**src/rtl/fifo_burst_reader.sv**
```systemverilog
// fifo_burst_reader: pulls len_i words from a 1-cycle-latency FIFO port into a credit-limited 2-entry buffer and streams them out with last tagging
module fifo_burst_reader #(
  parameter int WIDTH = 8,
  parameter int LEN_W = 8
) (
  input  logic             clk_i,
  input  logic             rst_i,
  input  logic             start_i,
  input  logic [LEN_W-1:0] len_i,
  output logic             rd_en_o,
  input  logic [WIDTH-1:0] rdata_i,
  input  logic             empty_i,
  output logic             m_valid_o,
  input  logic             m_ready_i,
  output logic [WIDTH-1:0] m_data_o,
  output logic             m_last_o,
  output logic             busy_o,
  output logic             done_o,
  output logic [LEN_W-1:0] cnt_o,
  output logic             error_o
);
  typedef enum logic [1:0] {IDLE, RUN, DONE} state_t;
  state_t state, state_nx;
  logic [LEN_W-1:0] len_q, issued;
  logic [WIDTH-1:0] buf0, buf1;
  logic [1:0] occ;
  logic inflight, pop;
  always_ff @(posedge clk_i) state <= !rst_i ? IDLE : state_nx;
  always_comb
    state_nx = state == IDLE ? (start_i ? (len_i == '0 ? DONE : RUN) : IDLE) :
               state == RUN  ? (pop && m_last_o ? DONE : RUN) : IDLE;
  always_comb begin
    pop = (occ != 2'd0) & m_ready_i;
    m_valid_o = occ != 2'd0;
    m_data_o = buf0;
    m_last_o = m_valid_o & (cnt_o == len_q - 1'b1);
    busy_o = state != IDLE;
    done_o = state == DONE;
    rd_en_o = (state == RUN) & !empty_i & (issued < len_q) &
              (({1'b0, occ} + {2'b0, inflight}) < (3'd2 + {2'b0, pop}));
  end
  always_ff @(posedge clk_i) begin
    if (!rst_i) begin
      len_q <= '0;
      issued <= '0;
      cnt_o <= '0;
      occ <= '0;
      inflight <= 1'b0;
      buf0 <= '0;
      buf1 <= '0;
      error_o <= 1'b0;
    end else begin
      inflight <= rd_en_o;
      occ <= occ + {1'b0, inflight} - {1'b0, pop};
      if (pop) buf0 <= buf1;
      if (inflight) begin
        if (occ == {1'b0, pop}) buf0 <= rdata_i;
        else buf1 <= rdata_i;
      end
      if (start_i && state != IDLE) error_o <= 1'b1;
      if (start_i && state == IDLE) begin
        len_q <= len_i;
        issued <= '0;
        cnt_o <= '0;
      end else begin
        if (rd_en_o) issued <= issued + 1'b1;
        if (pop && cnt_o != len_q) cnt_o <= cnt_o + 1'b1;
      end
    end
  end
endmodule

```
**config.mk**
```make
export PLATFORM = sky130hd
export DESIGN_NAME = fifo_burst_reader
export DESIGN_NICKNAME = d
export VERILOG_FILES = /design/src/rtl/fifo_burst_reader.sv
export SDC_FILE = /design/constraint.sdc
export NUM_CORES = 1
export LEC_CHECK = 0
export CAP_MARGIN = 25
export CORE_MARGIN = 3
export CORE_UTILIZATION = 49
export CTS_BUF_LIST = sky130_fd_sc_hd__clkbuf_8
export CTS_CLUSTER_DIAMETER = 200
export DETAILED_ROUTE_END_ITERATION = 8
export PLACE_DENSITY_LB_ADDON = 0.15
export SETUP_SLACK_MARGIN = 0.4
export SYNTH_ARGS = -nofsm -noshare
export SYNTH_HDL_FRONTEND = slang
export SYNTH_SLANG_ARGS = --single-unit
```
**constraint.sdc**
```tcl
create_clock -name clk_i -period 2.1 [get_ports clk_i]
set_input_delay 0.525 -clock clk_i [delete_from_list [all_inputs] [get_ports clk_i]]
set_output_delay 0.525 -clock clk_i [all_outputs]
set_load 0.01 [all_outputs]
```
==> results of run 1 <==
cell type report:
| cell class | instances | area, um^2 | area share, % |
|---|---|---|---|
| timing repair buffer | 108 | 980 | 25.4 |
| clock buffer | 5 | 68.8 | 1.78 |
| inverter | 18 | 72.6 | 1.88 |
| multi-input combinational | 219 | 1660 | 43.1 |
| tap | 67 | 83.8 | 2.17 |
| clock inverter | 3 | 41.3 | 1.07 |
| sequential | 46 | 950 | 24.6 |
how the worst min path moves through the flow:
| stage | start | end | slack (ns) |
|---|---|---|---|
| 3_5_place_dp | error_o | error_o | 0.47 |
| 5_1_grt | buf1[5] | m_data_o[5] | 0.50 |
| 2_1_floorplan | buf1[0] | m_data_o[0] | 0.45 |
| 6_report | buf1[5] | m_data_o[5] | 0.48 |
| 4_1_cts | buf1[5] | m_data_o[5] | 0.49 |
| 3_3_place_gp | error_o | error_o | 0.45 |
worst max-delay path, cell delays in order (launching register included):
cell and delay (ns):
sky130_fd_sc_hd__dfxtp_2 0.38, sky130_fd_sc_hd__inv_2 0.05, sky130_fd_sc_hd__ha_4 0.27, sky130_fd_sc_hd__xor2_2 0.15, sky130_fd_sc_hd__nand2_1 0.08, sky130_fd_sc_hd__or4_4 0.44, sky130_fd_sc_hd__a311oi_4 0.26, sky130_fd_sc_hd__buf_2 0.19
repair_timing:
item / 4_1_cts / 5_1_grt
endpoints found under the setup margin: 41 / 26
pin swaps: 12 / 12
resized for setup: 57 / 27
buffers inserted: 6 / 9
placed cells by master, fill, tap and decap left out, types with 7 or more instances in the layout:
| cell type | n |
|---|---|
| sky130_fd_sc_hd__a21oi_1 | 11 |
| sky130_fd_sc_hd__a311oi_1 | 9 |
| sky130_fd_sc_hd__buf_4 | 49 |
| sky130_fd_sc_hd__buf_6 | 16 |
| sky130_fd_sc_hd__clkdlybuf4s50_1 | 19 |
| sky130_fd_sc_hd__dfxtp_1 | 29 |
| sky130_fd_sc_hd__dfxtp_2 | 14 |
| sky130_fd_sc_hd__dlygate4sd2_1 | 17 |
| sky130_fd_sc_hd__ha_1 | 9 |
| sky130_fd_sc_hd__inv_1 | 14 |
| sky130_fd_sc_hd__mux2i_1 | 12 |
| sky130_fd_sc_hd__nand2_1 | 46 |
| sky130_fd_sc_hd__nor2_1 | 38 |
| sky130_fd_sc_hd__xnor2_1 | 15 |
| sky130_fd_sc_hd__xor2_1 | 7 |
routing by layer:
| layer | vias to the layer above | wire length [um] |
|---|---|---|
| met3 | 14 | 272 |
| met1 | 1142 | 2970 |
| met2 | 58 | 3570 |
| met5 | - | 0 |
| met4 | 0 | 172 |
| li1 | 1209 | - |
registers in the layout, indices dropped and copies added, names as in the netlist:
name	flops
inflight	1
len_q	8
buf1	8
state	2
issued	8
error_o	1
cnt_o	8
m_data_o	8
occ	2
logic make-up after synthesis:
logic type,Yosys count,synth area share (%)
DFF,46,36.8
adders and majority gates,14,6.99
xor gates and xnor gates,26,9.39
buffers and inverters,28,4.64
muxes,13,5.24
and+or+nand+nor,128,23.4
AOI/OAI and AO/OA,38,13.5
per-stage QoR:
step | utilization (%) | setup TNS (ns) | worst slack, ns
3_3_place_gp | 72.6 | -1.98 | -0.647
4_1_cts | 76.5 | -0.823 | -0.559
2_1_floorplan | - | -0.0236 | -0.0236
3_5_place_dp | 72.6 | -2.34 | -0.677
6_report | 80.1 | -1.67 | -0.548
5_1_grt | 80.1 | -2.67 | -0.598
power breakdown:
group / switching [W] / total, W / internal, W
sequential: 0.0000363 / 0.000963 / 0.000927
clock: 0.000309 / 0.000659 / 0.000351
combinational: 0.000439 / 0.000959 / 0.000521
total: 0.000784 / 0.00258 / 0.00180
==> results.md, run 1 <==
- The critical path launch point type is a flip-flop.
- After the first detailed-routing iteration, the DRC count stood at 92.
- Static timing analysis puts the maximum clock frequency at 378 MHz.
- The die span in x is 77.5 um.
- The die boundary height is 77.5 um.
- The maximum number of pins on one net before global-route repair is 23.
- Sequential cells were found to cover 36.8% of the synthesized design area.
- The total of flip-flops plus latches after synthesis is 46.
- The final standard cell count with taps included and fillers excluded is 466.
- Measured in cells, the most critical reg-to-reg path has a length of 13.
- In this run, synthesis inferred 0 flip-flops with an integrated enable.
- The number of endpoints with negative hold slack in the final report is 0.
- Fill cells in the final layout number 335.
- In this run the power density over the cells is 669 mW/mm^2.
- Row generation in the floorplan step produced 25 rows.
- The capturing point of the worst reg2reg path is issued[5].
- The longest clock path from root to sink contains 2 buffers.
- The number of nets in the synthesized netlist is 328.
- The area of all placed cells without fillers is 0.00386 mm^2.
- The cell taking the most area after synthesis is sky130_fd_sc_hd__dfxtp_1.
- The detail route stage leaves a number of antenna-violating nets equal to 0.
- After technology mapping, the gate count stands at 293.
- The number of buffers added by the clock tree synthesis step is 5.
- The global routing stage identified its most utilized layer as met2.
- In this run the critical register-to-register path is launched from len_q[5].
- In this run the static leakage power is 1.70 nW.
- The clock transition time at the flip-flop clock pins of the worst setup and hold paths is 0.09 ns.
- Of all nets on the critical path, the largest fanout is 4.
- The initial antenna violation count is 0.
- The worst hold path belongs to the class flip-flop to flip-flop.
- The mean instance size in the synthesized netlist is 8.55 um^2.
- The wire length after detailed routing is 6980 um.
- The count of final max-slew check failures is 0.
- The setup violation total in the final timing report is 8.
- The flow ran to the end, but the final reports show violations.
- The critical path start-end classification is flip-flop to output port.
- TritonCTS built the clock tree.
- The via count of the first global-routing pass is 2356.
- The smallest hold slack is 0.483 ns.
- The met1 routing resource usage after global routing is 26.6%.
- The number of nets in the final layout is 433.
- After synthesis, the largest area contributor takes up 36.8% of total cell area.
- Counting distinct cell types in the post-synthesis netlist gives 40.
- The total via count after detailed routing is 2423.
- Across the run, the number of max-cap violations was 0.
- The core footprint is 0.00482 mm^2.
- For this run, global-route usage on met3 was measured as 4.76%.
- In the finished design, the share of the clock period the worst path needs comes to 126%.
- The worst setup path is captured at an output port.
- The global routing met2 resource utilization is 39.2%.
- The data required time at the worst endpoint is 1.57 ns.
- The post-layout minimum cycle time is 2.65 ns.
- For this configuration, the core starts out at a cell density of 52.0%.
- During placement, the flow inserted port buffers numbering 42.
- The detailed placement HPWL is 4780 um.
- The checks that failed: setup timing.
- In this run the worst setup path begins at len_q[0].
- The overall die area is 0.00601 mm^2.
- In the synthesized netlist, the cells that appear most often are sky130_fd_sc_hd__dfxtp_1, sky130_fd_sc_hd__nand2_1, sky130_fd_sc_hd__nor2_1.
- The post-route netlist has 33.1% of its cells at a drive strength greater than 1.
- The total power is 0.00258 W.
- The fraction of registers with async set/reset is 0%.
- The total overflow left after global routing is 0.
- The buffer type at the clock tree root is sky130_fd_sc_hd__clkbuf_8.
- The overall track demand over capacity in global routing is 22.3%.
- The number of antenna diodes in the final layout is 0.
- The area growth from synthesis to layout is 54.0%.
- The insertion delay to the later sink of the worst-skew pair is 0.30 ns.
- Setup repair after global routing could not meet its margin everywhere.
- By area the synthesized netlist is led by sky130_fd_sc_hd__dfxtp_1, sky130_fd_sc_hd__ha_1, sky130_fd_sc_hd__nand2_1.
- The detailed-route DRC error count is 0.
- Routability-driven placement finished with a final weighted congestion of 0.838.
- The placed instances occupy a cell area of 0.00350 mm^2.
- The Yosys step of the flow raised 0 warnings.
- The mapped netlist covers 0.00250 mm^2.
- The signal arrival time at the worst endpoint is 2.12 ns.
- Across all register-to-register paths, the minimum setup slack is -0.21 ns.
- The number of hold buffers added after CTS was 0.
- The number of optimization iterations in the first detailed-route pass is 4.
- Measured against its own limit, the worst slew margin works out to 74.1%.
- The first global-routing pass estimated 10800 um of wire.
- The worst hold path was traced through 2 stages.
- The via density per instance is 5.20.
- In this run the worst setup path terminates at m_last_o.
- The clock tree synthesis step divided the H-tree into 2 levels.
- Across the routed clock network, the largest skew measured is 0.00507 ns.
- The slew at the pin closest to its max-slew limit is 0.386 ns.
- The placed instance count is 443.
- During I/O placement, the number of pins put on the boundary was 43.
- The number of sinks on the clock net is 46.
- The average routed wire per standard cell is 15.0 um.
- The largest vdd supply drop is 0.000587 V.
- In the post-route analysis, the smallest setup slack over all paths is -0.548 ns.
- In the synthesized netlist the dominant register cell turns out to be sky130_fd_sc_hd__dfxtp_1.
No activity file was read; power rests on OpenSTA's default activity.
==> inputs of run 2 (changes only) <==
MAX_ROUTING_LAYER = met4   (was default)
==> run 2 against run 1 <==
The flow still finishes with violations (setup timing). Via count grew 3.1%. Combinational power grew 3.5%. Critical path depth is the same. Global-route usage grew 0.32 points. Worst setup slack gained 0.0032 ns. Total power grew 1.9%. Flip-flop and latch count is the same.
==> results.md, run 2 (synthesis results as in run 1) <==
- The clock net in this run drives a total of 46 sinks.
- Once layout is complete, the cells apart from fillers number 466.
- In this run the worst hold path is classified as flip-flop to flip-flop.
- The area of all placed cells without fillers is 0.00396 mm^2.
- The area of placed instances is 0.00350 mm^2.
- Using the TritonRoute via totals, the vias-per-cell ratio works out to 5.36.
- The die is 77.5 um tall.
- The area growth from synthesis to layout is 57.9%.
- The number of cell instances on the worst register-to-register path is 14.
- The overall track demand over capacity in global routing is 22.7%.
- The count of nets left with antenna violations once routing finished came out at 0.
- Global routing finished with a remaining overflow of 0.
- Hold timing on the final database bottoms out at a slack of 0.486 ns.
- The insertion delay to the later sink of the worst-skew pair is 0.30 ns.
- The number of nets in the final layout is 433.
- The floorplan step set the die width to 77.5 um.
- For this design the static power due to leakage is 1.72 nW.
- The relative slew slack is 78.1%.
- The first global-routing pass estimated 10800 um of wire.
- Along the worst hold path, the cell count comes to 2.
- In the finished design, the share of the clock period the worst path needs comes to 126%.
- Across all setup checks in the final design, the least slack found is -0.545 ns.
- In this run the deepest clock path goes through 2 buffers.
- After detailed routing, the total wire length is 7550 um.
- The number of endpoints with negative hold slack in the final report was 0.
- The wire-length estimate of the detail-placed layout is 4750 um.
- The core footprint is 0.00482 mm^2.
- On the worst path, the slowest cell contributes a delay of 0.44 ns.
- The count of boundary I/O pins is 43.
- The global routing's busiest layer is met2.
- The worst setup path is of the flip-flop to output port kind.
- The met1 routing resource usage after global routing is 26.7%.
- The total via count after detailed routing is 2497.
- The layout has 303 filler cells.
- After floorplanning, the core was divided into 25 placement rows.
- Data arrives at the worst endpoint at 2.12 ns.
- The cell type of the slowest stage on the worst timing path is sky130_fd_sc_hd__or4_4.
- The count of input and output buffers is 42.
- The number of clock buffers added by TritonCTS is 5.
- Setup violations remaining at the end of the flow were counted as 9.
- The data required time at the worst endpoint is 1.57 ns.
- At the end of routability-driven placement, the weighted congestion stood at 0.832.
- The H-tree depth reported by CTS is 2.
- The placement-stage worst setup slack is -0.637 ns.
- TritonCTS built the clock tree.
- The die covers 0.00601 mm^2.
- Counting tap cells, the placed design contains a total of 443 instances.
- The count of final max-slew check failures is 0.
- The via count of the first global-routing pass came to 2381.
- The flow ran to the end, but the final reports show violations.
- Clock-pin slew was measured on the worst setup and hold paths at 0.09 ns.
- In the layout the commonest cells are sky130_fd_sc_hd__nand2_1, sky130_fd_sc_hd__buf_4, sky130_fd_sc_hd__nor2_1.
- Setup repair after global routing could not meet its margin everywhere.
- Along the worst path, the maximum fanout reaches 4.
- STA classifies the critical path endpoint as an output port.
- The utilization of the core after routing is 82.1%.
- The global routing met2 resource utilization is 38.3%.
- The clock skew is 0.00780 ns.
- Timing would allow up to 378 MHz.
- The average routed wire per standard cell is 16.2 um.
- The tool flagged a number of max-cap violations equal to 0.
- After layout, the minimum clock period comes to 2.64 ns.
- CTS placed an instance of sky130_fd_sc_hd__clkbuf_8 at the clock tree root.
- Entering global routing, the biggest net connects 23 pins.
- For the pin with the worst max-slew slack, the measured transition is 0.320 ns.
- The initial detailed-routing violation count is 90.
- For this run, design rule violations remaining after detail routing come to 0.
- For this design the ratio of total power to cell area is 665 mW/mm^2.
- The largest vdd supply drop is 0.000469 V.
- STA classifies the critical path startpoint as a flip-flop.
- The initial cell density of the core is 52.0%.
- The initial antenna violation count is 0.
- The antenna diode count is 0.
- The met3 track demand over resource in global routing is 4.41%.
- The layout cell share with drive strength beyond 1 is 35.8%.
- The first detailed-routing pass ran for 7 iterations.
- The checks that failed: setup timing.
- The critical path goes through inv_4, ha_4, xor2_1, nand2_1, or4_4, a311oi_4, buf_2.
-- run 2: changes by cell type in the layout (fill, tap and decap cells not counted), moves of 2 or more --
cell | previous run | this run
sky130_fd_sc_hd__buf_4 | 49 | 43
sky130_fd_sc_hd__buf_6 | 16 | 22
sky130_fd_sc_hd__dfxtp_2 | 14 | 10
sky130_fd_sc_hd__dfxtp_4 | 3 | 6
sky130_fd_sc_hd__nand2_1 | 46 | 43
sky130_fd_sc_hd__nand2_2 | 0 | 3
sky130_fd_sc_hd__xnor2_1 | 15 | 12
sky130_fd_sc_hd__xnor2_2 | 2 | 4
-- run 2: power breakdown --
group	internal, W	leakage (nW)	switching (W)
combinational	0.000535	1.28	0.000458
clock	0.000351	0.0556	0.000319
sequential	0.000926	0.382	0.0000414
-- run 2: metrics by stage --
| step | TNS [ns] | total power, W |
|---|---|---|
| 2_1_floorplan | -0.0236 | 0.00144 |
| 3_3_place_gp | -1.98 | 0.00174 |
| 4_1_cts | -0.776 | 0.00248 |
| 3_5_place_dp | -2.32 | 0.00176 |
| 5_1_grt | -2.87 | 0.00274 |
| 6_report | -2.15 | 0.00263 |
-- run 2: area by class of cell --
type	count	area [um^2]	share of cell area (%)
sequential	46	956	24.2
multi-input combinational	219	1740	44.1
clock buffer	5	68.8	1.74
tap	67	83.8	2.12
clock inverter	3	41.3	1.04
inverter	18	75.1	1.90
timing repair buffer	108	987	25.0
-- run 2: final timing paths --
check        startpoint  slack [ns]          end
max            len_q[0]       -0.54     m_last_o
min             buf1[7]        0.49  m_data_o[7]
max reg2reg    len_q[4]       -0.24    issued[5]
min reg2reg     buf1[7]        0.49  m_data_o[7]
-- run 2: worst max-delay path: cells and delay by family (launching register included) --
| kind | cells | cell delay, ns |
|---|---|---|
| XOR/XNOR | 1 | 0.14 |
| AO/OA/AOI/OAI | 1 | 0.28 |
| adder cells (fa/ha/maj) | 1 | 0.25 |
| AND/OR/NAND/NOR | 2 | 0.53 |
| flip-flops | 1 | 0.38 |
| buffers and inverters | 2 | 0.24 |
-- run 2: routing by layer --
layer  up-vias  routed length (um)
met5         -                   0
met3        18                 372
li1       1213                   -
met1      1183                3110
met2        83                3860
met4         0                 213
-- run 2: repair_timing --
action / in CTS / in global routing
setup endpoints to repair: 40 / 26
hold endpoints to repair: 0 / 0
pin swaps: 15 / 21
gates resized for setup: 61 / 49
gates cloned: 0 / 1
hold buffers: 0 / 0
buffers inserted: 6 / 8
==> inputs of run 3 (changes only) <==
MAX_ROUTING_LAYER = default   (was met4)
SKIP_CTS_REPAIR_TIMING = 1   (was default)
==> run 3 against run 2 <==
The run still ends with setup timing left. Clock-buffer cell count stayed put. Critical path depth down 1. Total power decreased by 5.2%. Worst setup slack got worse by 0.048 ns. Via count decreased by 5.8%. Routed wire length down 14%. Clock skew is 0.0039 ns lower.
==> results.md, run 3 (synthesis results as in run 1) <==
- The via count of the first global-routing pass is 2292.
- In this run, CTS created clock tree buffers numbering 5.
- The die span in x is 77.5 um.
- The post-layout minimum cycle time is 2.69 ns.
- For this block, the initial DRC count from the detailed router was 92.
- On the worst path, the slowest cell contributes a delay of 0.54 ns.
- The fmax is 371 MHz.
- The H-tree depth reported by CTS is 2.
- The critical path start-end classification is flip-flop to output port.
- The initialized floorplan defines 25 standard-cell rows.
- Port buffering added 42 buffers.
- Tracing the worst setup path back leads to its startpoint at len_q[3].
- The worst path uses 128% of the clock period.
- Clock tree synthesis selected as its root buffer the cell sky130_fd_sc_hd__clkbuf_8.
- The overall track demand over capacity in global routing is 21.6%.
- The cell type of the slowest stage on the worst timing path is sky130_fd_sc_hd__or4_4.
- The element type at the critical path end is an output port.
- At the end of routability-driven placement, the weighted congestion stood at 0.838.
- The relative slew slack is 74.0%.
- The type of the tightest min-delay check is flip-flop to flip-flop.
- After routing the design area is 0.00385 mm^2.
- The power per standard cell area is 648 mW/mm^2.
- In the layout the commonest cells are sky130_fd_sc_hd__nand2_1, sky130_fd_sc_hd__buf_4, sky130_fd_sc_hd__nor2_1.
- Across all setup checks in the final design, the least slack found is -0.592 ns.
- The final layout contains 424 nets.
- The detailed placement HPWL is 4780 um.
- The filler cell count is 337.
- The placed instance count is 443.
- The checks that failed: setup timing.
- The overall die area is 0.00601 mm^2.
- The insertion delay to the later sink of the worst-skew pair is 0.29 ns.
- For this run, the number of standard cells in the final layout without fillers is 457.
- Setup repair after global routing could not meet its margin everywhere.
- The clock skew is 0.00388 ns.
- The data required time at the worst endpoint is 1.57 ns.
- For this run the aggregate overflow at the end of global routing stands at 0.
- The placement-stage worst setup slack is -0.677 ns.
- The static leakage power is 1.89 nW.
- The placed instances occupy a cell area of 0.00350 mm^2.
- The launch point of the worst reg-to-reg path is len_q[5].
- Of all nets on the critical path, the largest fanout is 3.
- Setup violations remaining at the end of the flow were counted as 5.
- The maximum buffer depth of the clock tree is 2.
- The total via count after detailed routing is 2352.
- The count of final max-slew check failures is 0.
- The floorplan step defined a core boundary enclosing 0.00482 mm^2.
- CTS saw 46 sinks.
- 0 antenna diodes ended up in the layout.
- After detailed routing, the average wire length per cell comes to 14.2 um.
- The first global-routing pass estimated 10400 um of wire.
- Traced cell by cell, the critical path runs through nor3_4, nand3_2, xnor2_1, or4_4, a311oi_4, buf_2.
- The clock tree from TritonCTS is yes.
- The maximum number of pins on one net before global-route repair is 23.
- The utilization of the core after routing is 79.9%.
- The number of optimization iterations in the first detailed-route pass is 4.
- Broken down by cell family, the worst path's largest delay share belongs to simple AND/OR/NAND/NOR gates.
- For the pin with the worst max-slew slack, the measured transition is 0.387 ns.
- The number of endpoints with negative hold slack in the final report is 0.
- The startpoint of the tightest hold check path is buf1[5].
- The layout cell share with drive strength beyond 1 is 32.1%.
- Across the VDD grid, the largest voltage drop is 0.000499 V.
- The flow ran to the end, but the final reports show violations.
- The clock transition time at the flip-flop clock pins of the worst setup and hold paths is 0.08 ns.
- The number of routed nets with antenna violations is 0.
- The initial utilization of the core area, before any placement, comes to 52.0%.
- For this block, the routed nets add up to 6510 um of wire.
- The floorplan step set the die height to 77.5 um.
- The tool flagged a number of max-cap violations equal to 0.
- The via density per instance is 5.15.
- The count of boundary I/O pins is 43.
- In the routed design, unresolved DRC markers number 0.
- Relative to the synthesized area, the layout overhead comes to 53.6%.
- Data arrives at the worst endpoint at 2.17 ns.
- The count of buffering cells on the critical path with inverters included is 1.
- The initial antenna violation count came to 0.
- The worst setup path is launched from a flip-flop.
[run 3: changes by cell type in the layout (fill, tap and decap cells not counted), moves of 4 or more]
cell | previous run | this run
sky130_fd_sc_hd__dfxtp_2 | 10 | 16
sky130_fd_sc_hd__dlymetal6s2s_1 | 1 | 19
sky130_fd_sc_hd__dlygate4sd2_1 | 17 | 0
sky130_fd_sc_hd__dfxtp_4 | 6 | 2
sky130_fd_sc_hd__buf_6 | 22 | 10
[run 3: path summary, 6_finish.rpt]
| path | depth (start not counted) | endpoint | slack (ns) |
|---|---|---|---|
| setup / recovery | 6 | m_last_o | -0.59 |
| hold / removal | 2 | m_data_o[5] | 0.48 |
| setup reg to reg | 11 | issued[4] | -0.04 |
| hold reg to reg | 2 | m_data_o[5] | 0.48 |
[run 3: final cells by class]
cell class | count | area, um^2 | area share [%]
clock inverters | 3 | 41.3 | 1.07
well taps | 67 | 83.8 | 2.18
clock buffers | 5 | 68.8 | 1.79
flip-flops and latches | 46 | 948 | 24.6
repair buffers | 99 | 951 | 24.7
inverters | 18 | 72.6 | 1.89
multi-input cells | 219 | 1680 | 43.7
[run 3: worst min-delay path: cells and delay by family (launching register included)]
kind             cells  cell delay [ns]
AO/OA/AOI/OAI        1             0.07
flip-flops           1             0.32
AND/OR/NAND/NOR      1             0.05
[run 3: power breakdown]
part / internal [W] / total (W) / switching [W] / leakage, nW
Clock: 0.000350 / 0.000650 / 0.000300 / 0.0556
Combinational: 0.000461 / 0.000883 / 0.000422 / 1.45
Sequential: 0.000925 / 0.000961 / 0.0000359 / 0.381
[run 3: through the flow]
| step | total power, W | TNS (ns) | hold slack, ns |
|---|---|---|---|
| floorplan | 0.00144 | -0.0236 | 0.454 |
| global placement | 0.00174 | -1.98 | 0.447 |
| detailed placement | 0.00175 | -2.34 | 0.468 |
| CTS | 0.00241 | -1.78 | 0.487 |
| global route | 0.00262 | -1.40 | 0.503 |
| finish | 0.00249 | -0.916 | 0.481 |
[run 3: layer usage]
metal | vias to the layer above | track usage [%] | share of wire, %
met1 | 1105 | 26.4 | 43
met5 | - | 0 | 0
met3 | 8 | 4.76 | 4.4
met2 | 49 | 37.2 | 51
met4 | 0 | 7.47 | 1.4
li1 | 1190 | - | -
